## src/rtl/snake_step_ctrl_if.sv

```systemverilog
// Handshake bundle between the snake game logic and the step scheduler.
// The master side drives control pulses, the period and direction requests;
// the slave side (the scheduler) returns the step pulse, head position and
// game state.
interface snake_step_ctrl_if #(
  parameter int CNT_W  = 5,
  parameter int GRID_W = 5
);
  logic              start;
  logic              pause;
  logic              collide;
  logic [CNT_W-1:0]  period;
  logic [1:0]        dir_req;
  logic              dir_req_valid;
  logic              step;
  logic [1:0]        dir;
  logic [GRID_W-1:0] head_x;
  logic [GRID_W-1:0] head_y;
  logic [1:0]        state;
  logic              game_over;

  modport master (
    output start, pause, collide, period, dir_req, dir_req_valid,
    input  step, dir, head_x, head_y, state, game_over
  );

  modport slave (
    input  start, pause, collide, period, dir_req, dir_req_valid,
    output step, dir, head_x, head_y, state, game_over
  );
endinterface

```

## src/rtl/snake_step_ctrl.sv

```systemverilog
// Snake game-step scheduler: divides the clock into move steps with a
// programmable tick counter, arbitrates direction requests (reversals are
// rejected against the committed direction), moves the head one cell per
// step on a toroidal grid, and owns the IDLE/RUN/PAUSED/OVER state.
module snake_step_ctrl #(
  parameter int CNT_W  = 5,
  parameter int GRID_W = 5,
  parameter int HOME_X = 8,
  parameter int HOME_Y = 8
) (
  input  logic                 clock,
  input  logic                 reset,
  snake_step_ctrl_if.slave     bus
);

  typedef enum logic [1:0] {
    S_IDLE   = 2'b00,
    S_RUN    = 2'b01,
    S_PAUSED = 2'b10,
    S_OVER   = 2'b11
  } state_t;

  localparam logic [1:0]        DIR_RIGHT = 2'b01;
  localparam logic [GRID_W-1:0] HOME_X_C  = GRID_W'(HOME_X);
  localparam logic [GRID_W-1:0] HOME_Y_C  = GRID_W'(HOME_Y);
  localparam logic [GRID_W-1:0] G_ONE     = GRID_W'(1);
  localparam logic [CNT_W-1:0]  C_ONE     = CNT_W'(1);

  state_t            state_q;
  logic [CNT_W-1:0]  cnt_q;
  logic              step_q;
  logic [1:0]        dir_q;
  logic [1:0]        pend_q;
  logic [GRID_W-1:0] hx_q;
  logic [GRID_W-1:0] hy_q;
  logic              go_q;

  logic              req_ok_d;
  logic [1:0]        eff_dir_d;
  logic [GRID_W-1:0] hx_d;
  logic [GRID_W-1:0] hy_d;

  // Request legality against the committed direction, and the effective
  // direction plus the neighbouring cell the head would move to.
  always_comb begin
    req_ok_d  = 1'b0;
    eff_dir_d = pend_q;
    hx_d      = hx_q;
    hy_d      = hy_q;
    if (bus.dir_req_valid && ((state_q == S_RUN) || (state_q == S_PAUSED)) &&
        ((bus.dir_req ^ dir_q) != 2'b10)) begin
      req_ok_d = 1'b1;
    end
    if (req_ok_d) begin
      eff_dir_d = bus.dir_req;
    end
    case (eff_dir_d)
      2'b00:   hy_d = hy_q - G_ONE;
      2'b01:   hx_d = hx_q + G_ONE;
      2'b10:   hy_d = hy_q + G_ONE;
      default: hx_d = hx_q - G_ONE;
    endcase
  end

  // Game state machine, tick counter, direction and head registers.
  always_ff @(posedge clock or posedge reset) begin
    if (reset) begin
      state_q <= S_IDLE;
      cnt_q   <= '0;
      step_q  <= 1'b0;
      dir_q   <= DIR_RIGHT;
      pend_q  <= DIR_RIGHT;
      hx_q    <= HOME_X_C;
      hy_q    <= HOME_Y_C;
      go_q    <= 1'b0;
    end else begin
      step_q <= 1'b0;
      case (state_q)
        S_IDLE: begin
          if (bus.start) begin
            state_q <= S_RUN;
          end
        end
        S_RUN: begin
          if (bus.collide) begin
            // Collision wins over step and pause: freeze everything.
            state_q <= S_OVER;
            go_q    <= 1'b1;
          end else if (bus.pause) begin
            state_q <= S_PAUSED;
            if (req_ok_d) begin
              pend_q <= bus.dir_req;
            end
          end else if (cnt_q == bus.period) begin
            cnt_q  <= '0;
            step_q <= 1'b1;
            dir_q  <= eff_dir_d;
            pend_q <= eff_dir_d;
            hx_q   <= hx_d;
            hy_q   <= hy_d;
          end else begin
            // A period lowered below the count wraps through zero here.
            cnt_q <= cnt_q + C_ONE;
            if (req_ok_d) begin
              pend_q <= bus.dir_req;
            end
          end
        end
        S_PAUSED: begin
          if (bus.pause) begin
            state_q <= S_RUN;
          end
          if (req_ok_d) begin
            pend_q <= bus.dir_req;
          end
        end
        S_OVER: begin
          if (bus.start) begin
            state_q <= S_IDLE;
            cnt_q   <= '0;
            dir_q   <= DIR_RIGHT;
            pend_q  <= DIR_RIGHT;
            hx_q    <= HOME_X_C;
            hy_q    <= HOME_Y_C;
            go_q    <= 1'b0;
          end
        end
        default: begin
          state_q <= S_IDLE;
        end
      endcase
    end
  end

  assign bus.step      = step_q;
  assign bus.dir       = dir_q;
  assign bus.head_x    = hx_q;
  assign bus.head_y    = hy_q;
  assign bus.state     = state_q;
  assign bus.game_over = go_q;

endmodule
```

## src/flat_wrapper.sv

```systemverilog
// flat-port wrapper written by rule: the top's interface ports become plain ports
module snake_step_ctrl_flat 
#(
  parameter int CNT_W  = 5,
  parameter int GRID_W = 5,
  parameter int HOME_X = 8,
  parameter int HOME_Y = 8
)
  (clock, reset, bus_start, bus_pause, bus_collide, bus_period, bus_dir_req, bus_dir_req_valid, bus_step, bus_dir, bus_head_x, bus_head_y, bus_state, bus_game_over);
  snake_step_ctrl_if #(.CNT_W(CNT_W), .GRID_W(GRID_W)) bus_i ();
  input  logic clock;
  input  logic reset;
  input wire logic [$bits(bus_i.start)-1:0] bus_start;
  input wire logic [$bits(bus_i.pause)-1:0] bus_pause;
  input wire logic [$bits(bus_i.collide)-1:0] bus_collide;
  input wire logic [$bits(bus_i.period)-1:0] bus_period;
  input wire logic [$bits(bus_i.dir_req)-1:0] bus_dir_req;
  input wire logic [$bits(bus_i.dir_req_valid)-1:0] bus_dir_req_valid;
  output wire logic [$bits(bus_i.step)-1:0] bus_step;
  output wire logic [$bits(bus_i.dir)-1:0] bus_dir;
  output wire logic [$bits(bus_i.head_x)-1:0] bus_head_x;
  output wire logic [$bits(bus_i.head_y)-1:0] bus_head_y;
  output wire logic [$bits(bus_i.state)-1:0] bus_state;
  output wire logic [$bits(bus_i.game_over)-1:0] bus_game_over;
  assign bus_i.start = bus_start;
  assign bus_i.pause = bus_pause;
  assign bus_i.collide = bus_collide;
  assign bus_i.period = bus_period;
  assign bus_i.dir_req = bus_dir_req;
  assign bus_i.dir_req_valid = bus_dir_req_valid;
  assign bus_step = bus_i.step;
  assign bus_dir = bus_i.dir;
  assign bus_head_x = bus_i.head_x;
  assign bus_head_y = bus_i.head_y;
  assign bus_state = bus_i.state;
  assign bus_game_over = bus_i.game_over;
  snake_step_ctrl #(.CNT_W(CNT_W), .GRID_W(GRID_W), .HOME_X(HOME_X), .HOME_Y(HOME_Y)) u_core (.clock(clock), .reset(reset), .bus(bus_i));
endmodule
```

## config.mk

```make
export PLATFORM = sky130hd
export DESIGN_NAME = snake_step_ctrl_flat
export DESIGN_NICKNAME = d
export VERILOG_FILES = /design/src/rtl/snake_step_ctrl_if.sv /design/src/rtl/snake_step_ctrl.sv /design/src/flat_wrapper.sv
export SDC_FILE = /design/constraint.sdc
export NUM_CORES = 1
export LEC_CHECK = 0
export CELL_PAD_IN_SITES_DETAIL_PLACEMENT = 0
export CELL_PAD_IN_SITES_GLOBAL_PLACEMENT = 1
export CORE_AREA = 2 2 79 81
export CTS_CLUSTER_SIZE = 24
export DETAILED_ROUTE_END_ITERATION = 8
export DIE_AREA = 0 0 81 83
export GPL_TIMING_DRIVEN = 0
export HOLD_SLACK_MARGIN = 0.06
export PLACE_DENSITY_LB_ADDON = 0.1
export SLEW_MARGIN = 5
export SYNTH_ARGS = -nofsm -noshare
export SYNTH_HDL_FRONTEND = slang
export SYNTH_SLANG_ARGS = --single-unit
```

## constraint.sdc

```tcl
create_clock -name clock -period 3.22 [get_ports clock]
set_input_delay 0.644 -clock clock [delete_from_list [all_inputs] [get_ports clock]]
set_output_delay 0.644 -clock clock [all_outputs]
set_load 0.1 [all_outputs]
```

==> results.yml <==
sta:
  finalMaxSlewViolations: 0
  hold_violations: 0
  rsz0062_at_grt: "no"
  setup_viol: 0
  tightest_slew_ns: 0.987
  hold_slack_ns: 0.496
  relSlewSlack_pct: 34.2
  min_period_ns: 3.04
  fin_crit_sh_pct: 94.5
  fmax_ghz: 0.329
  fin_worst_skew_ns: 0.00317
worst_setup_path:
  start_kind: "input pin"
  cpPeakStageDelay_ns: 0.61
  required_ns: 3.39
  crit_arrival_ns: 3.21
  cp_slowest_cell: "clkdlybuf4s50_1"
  ff2ff_path_depth: 11
  end_kind: "flip-flop"
  r2r-start: "u_core.bus.state[1]"
  cp_common_cell: "xnor2_1"
  reg2reg_slack_ns: 0.47
  rr_endpoint: "u_core.bus.head_y[4]"
  cp_max_fo: 5
  critPathKind: "in2reg"
  crit_chain: "clkdlybuf4s50_1, xnor2_1, a21oi_4, mux2i_4, ha_1, a21o_1, a21oi_1, xnor2_1, o21ai_1, a21bo_1"
global_route:
  grt_overflow: 0
  grt_pass1_vias: 1311
  grt_pass1_wl_mm: 6.44
  antenna_found_initial: 0
  grt_usage_pct: 12.2
  grt_max_degree: 24
die:
  fp.dieH_um: 83
  core_area_um2: 5820
  dieWidth_um: 81
  start_util_pct: 27.5
  pin_count: 29
  die-area_um2: 6720
  rows: 28
drt:
  drtIter0Drc: 47
  firstDrtPassIters: 4
  drc: 0
  detail-route-antenna-nets: 0
  vias_per_cell: 4.73
  avgRoutedWirePerCell_um: 14.2
  num_vias: 1283
  drt_wl_total_mm: 3.86
yosys:
  yosysWarningCount: 0
  syn-cell-area_um2: 1600
  synth_simple_gate_area_share_pct: 15.0
  syn_nets: 188
  synth_compound_area_share_pct: 21.4
  synth_top_family_by_area: "compound AO/OA/AOI/OAI gates"
  ys_seq_elements: 23
  syn_inst: 161
  synthMuxAreaShare_pct: 4.92
  synth_adder_area_share_pct: 11.9
  synth_xor_area_share_pct: 7.58
  yosysSeqAreaShare_pct: 36.2
  syn_avg_cell_area_um2: 9.95
  synth.distinct_cells: 45
clock_tree:
  clk_latency_ns: 0.27
  path_clk_slew_ns: 0.10
  clock_path_buffers: 2
  cts_buffers: 3
  ctsHoldBuffers: 0
  clockRootBuffer: "clkbuf_8"
  tritoncts: "done"
  htree_levels: 1
  clkSinkCount: 23
outcome:
  run_status: "complete, no violations"
placed_design:
  globalplace.congestion: 0.795
  portBuffers: 28
  place_hpwl_mm: 2.88
  dp_cells: 264
layout:
  final.fill_count: 620
  instances_no_fill: 271
  nets: 224
  drive_gt1_share_pct: 14.8
  area_growth_pct: 29.4
  n_antenna_cell: 0
min_path:
  hp-class: "reg2reg"
  holdPathStages: 2
  min_from: "u_core.bus.head_x[3]"
  hold_end: "u_core.bus.head_x[3]"
run:
  cap_violations: 0
==> timing repair <==
action                                  CTS  global route
buffers inserted                          0             3
endpoints found under the setup margin    2             2
resized for setup                         2             2
pin swaps                                 0             1
==> logic make-up after synthesis <==
group,Yosys count
adder cells (fa/ha/maj),14
AND/OR/NAND/NOR,46
XOR/XNOR,13
multiplexers,7
flip-flops,23
AO/OA/AOI/OAI,46
buffers and inverters,12
==> cells in the mapped netlist, drive strengths merged <==
master   instances  share of area (%)
a21bo            1               0.63
a21oi           12                4.5
nor3b            1               0.47
o2bb2ai          1               0.55
a21o             5                2.3
clkbuf           1               0.23
nor2             8                1.9
o21ai           15                5.6
xnor2           11                6.0
nor4b            2                1.5
or2              1               0.39
nand3            5                1.6
clkinv           1               0.23
nand2           17                4.0
nand4b           1               0.55
o31ai            4                2.7
dfstp            4                6.6
a211o            1               0.55
xor2             2                1.6
nor3             2               0.63
a22oi            1               0.47
ha              12                9.4
inv              8                1.9
mux2i            3                1.9
o22ai            2               0.78
a31oi            2               0.78
buf              2               0.63
o211ai           1                1.3
and2b            1               0.47
mux2             4                3.0
nor2b            5                2.0
dfrtp           19                 30
a21boi           1                1.2
fa               2                2.5
nand2b           3                1.6
==> area by class of cell <==
cell class | instances | area (µm²) | area share [%]
sequential | 23 | 583 | 28.1
tap | 75 | 93.8 | 4.53
multi-input combinational | 126 | 998 | 48.2
buffer | 3 | 13.8 | 0.664
inverter | 9 | 33.8 | 1.63
clock inverter | 1 | 5.00 | 0.242
clock buffer | 3 | 41.3 | 1.99
timing repair buffer | 31 | 303 | 14.6
==> how the worst max path moves through the flow <==
stage	from	end	slack, ns	depth (start not counted)
after floorplan	u_core.bus.state[0]	u_core.bus.head_x[4]	0.08	11
after global placement	bus_dir_req[1]	u_core.bus.head_x[4]	-0.31	10
after detailed placement	bus_dir_req[0]	u_core.bus.head_x[4]	-0.40	10
after CTS	bus_dir_req[0]	u_core.bus.head_x[4]	0.05	10
after global routing	bus_dir_req[0]	u_core.bus.head_y[4]	0.01	10
final	bus_dir_req[0]	u_core.bus.head_y[4]	0.18	10
==> registers in the layout (all words and copies together), names as in the netlist <==
name                  cells
u_core.bus.head_y         5
u_core.pend_q             2
u_core.bus.state          2
u_core.cnt_q              5
u_core.bus.game_over      1
u_core.bus.step           1
u_core.bus.dir            2
u_core.bus.head_x         5
==> worst max-delay path, delay by kind of cell <==
family / cells / cell delay (ns)
xor+xnor: 2 / 0.33
buf+inv: 1 / 0.61
fa+ha+maj: 1 / 0.32
compound gates: 5 / 0.94
mux: 1 / 0.38
==> per-layer routing <==
layer	routed length [µm]	part of all wire, %	GRT usage, %	vias up
li1	-	-	-	629
met1	1690	44	16.1	624
met2	2010	52	20.9	28
met3	132	3.4	1.41	2
met4	21	0.54	2.77	0
met5	0	0	0	-
==> layout by cell type (no fill, tap or decap), types with 2 or more instances in the layout <==
cell,Yosys,layout
a31oi_1,2,2
buf_2,2,2
inv_1,8,8
nand2_1,17,17
o21ai_0,12,12
mux2i_4,0,2
a21o_1,5,5
mux2_1,2,2
o31ai_1,3,3
nor3_1,2,2
nor2_1,8,8
nand2b_1,2,2
a21oi_1,11,11
fa_1,2,2
ha_1,12,12
dfrtp_1,19,17
clkbuf_8,0,3
o22ai_1,2,2
buf_4,0,3
dfrtp_2,0,2
dfstp_2,4,4
nand3_1,5,5
clkdlybuf4s50_1,0,28
xnor2_1,11,11
nor2b_1,5,5
==> through the flow <==
| step | instance area, µm² | TNS [ns] | setup WS, ns | util [%] |
|---|---|---|---|---|
| finish | 2070 | 0 | 0.177 | 35.6 |
| global route | 2070 | 0 | 0.0142 | 35.6 |
| CTS | 2030 | 0 | 0.0470 | 34.9 |
| detailed placement | 1980 | -1.07 | -0.399 | 34.0 |
| global placement | 1980 | -0.721 | -0.311 | 34.0 |
| floorplan | 1600 | 0 | 0.0819 | - |
Power is left out: the tool's default activity adds up to more than one toggle a clock period on the data nets, which glitch-free logic cannot reach.
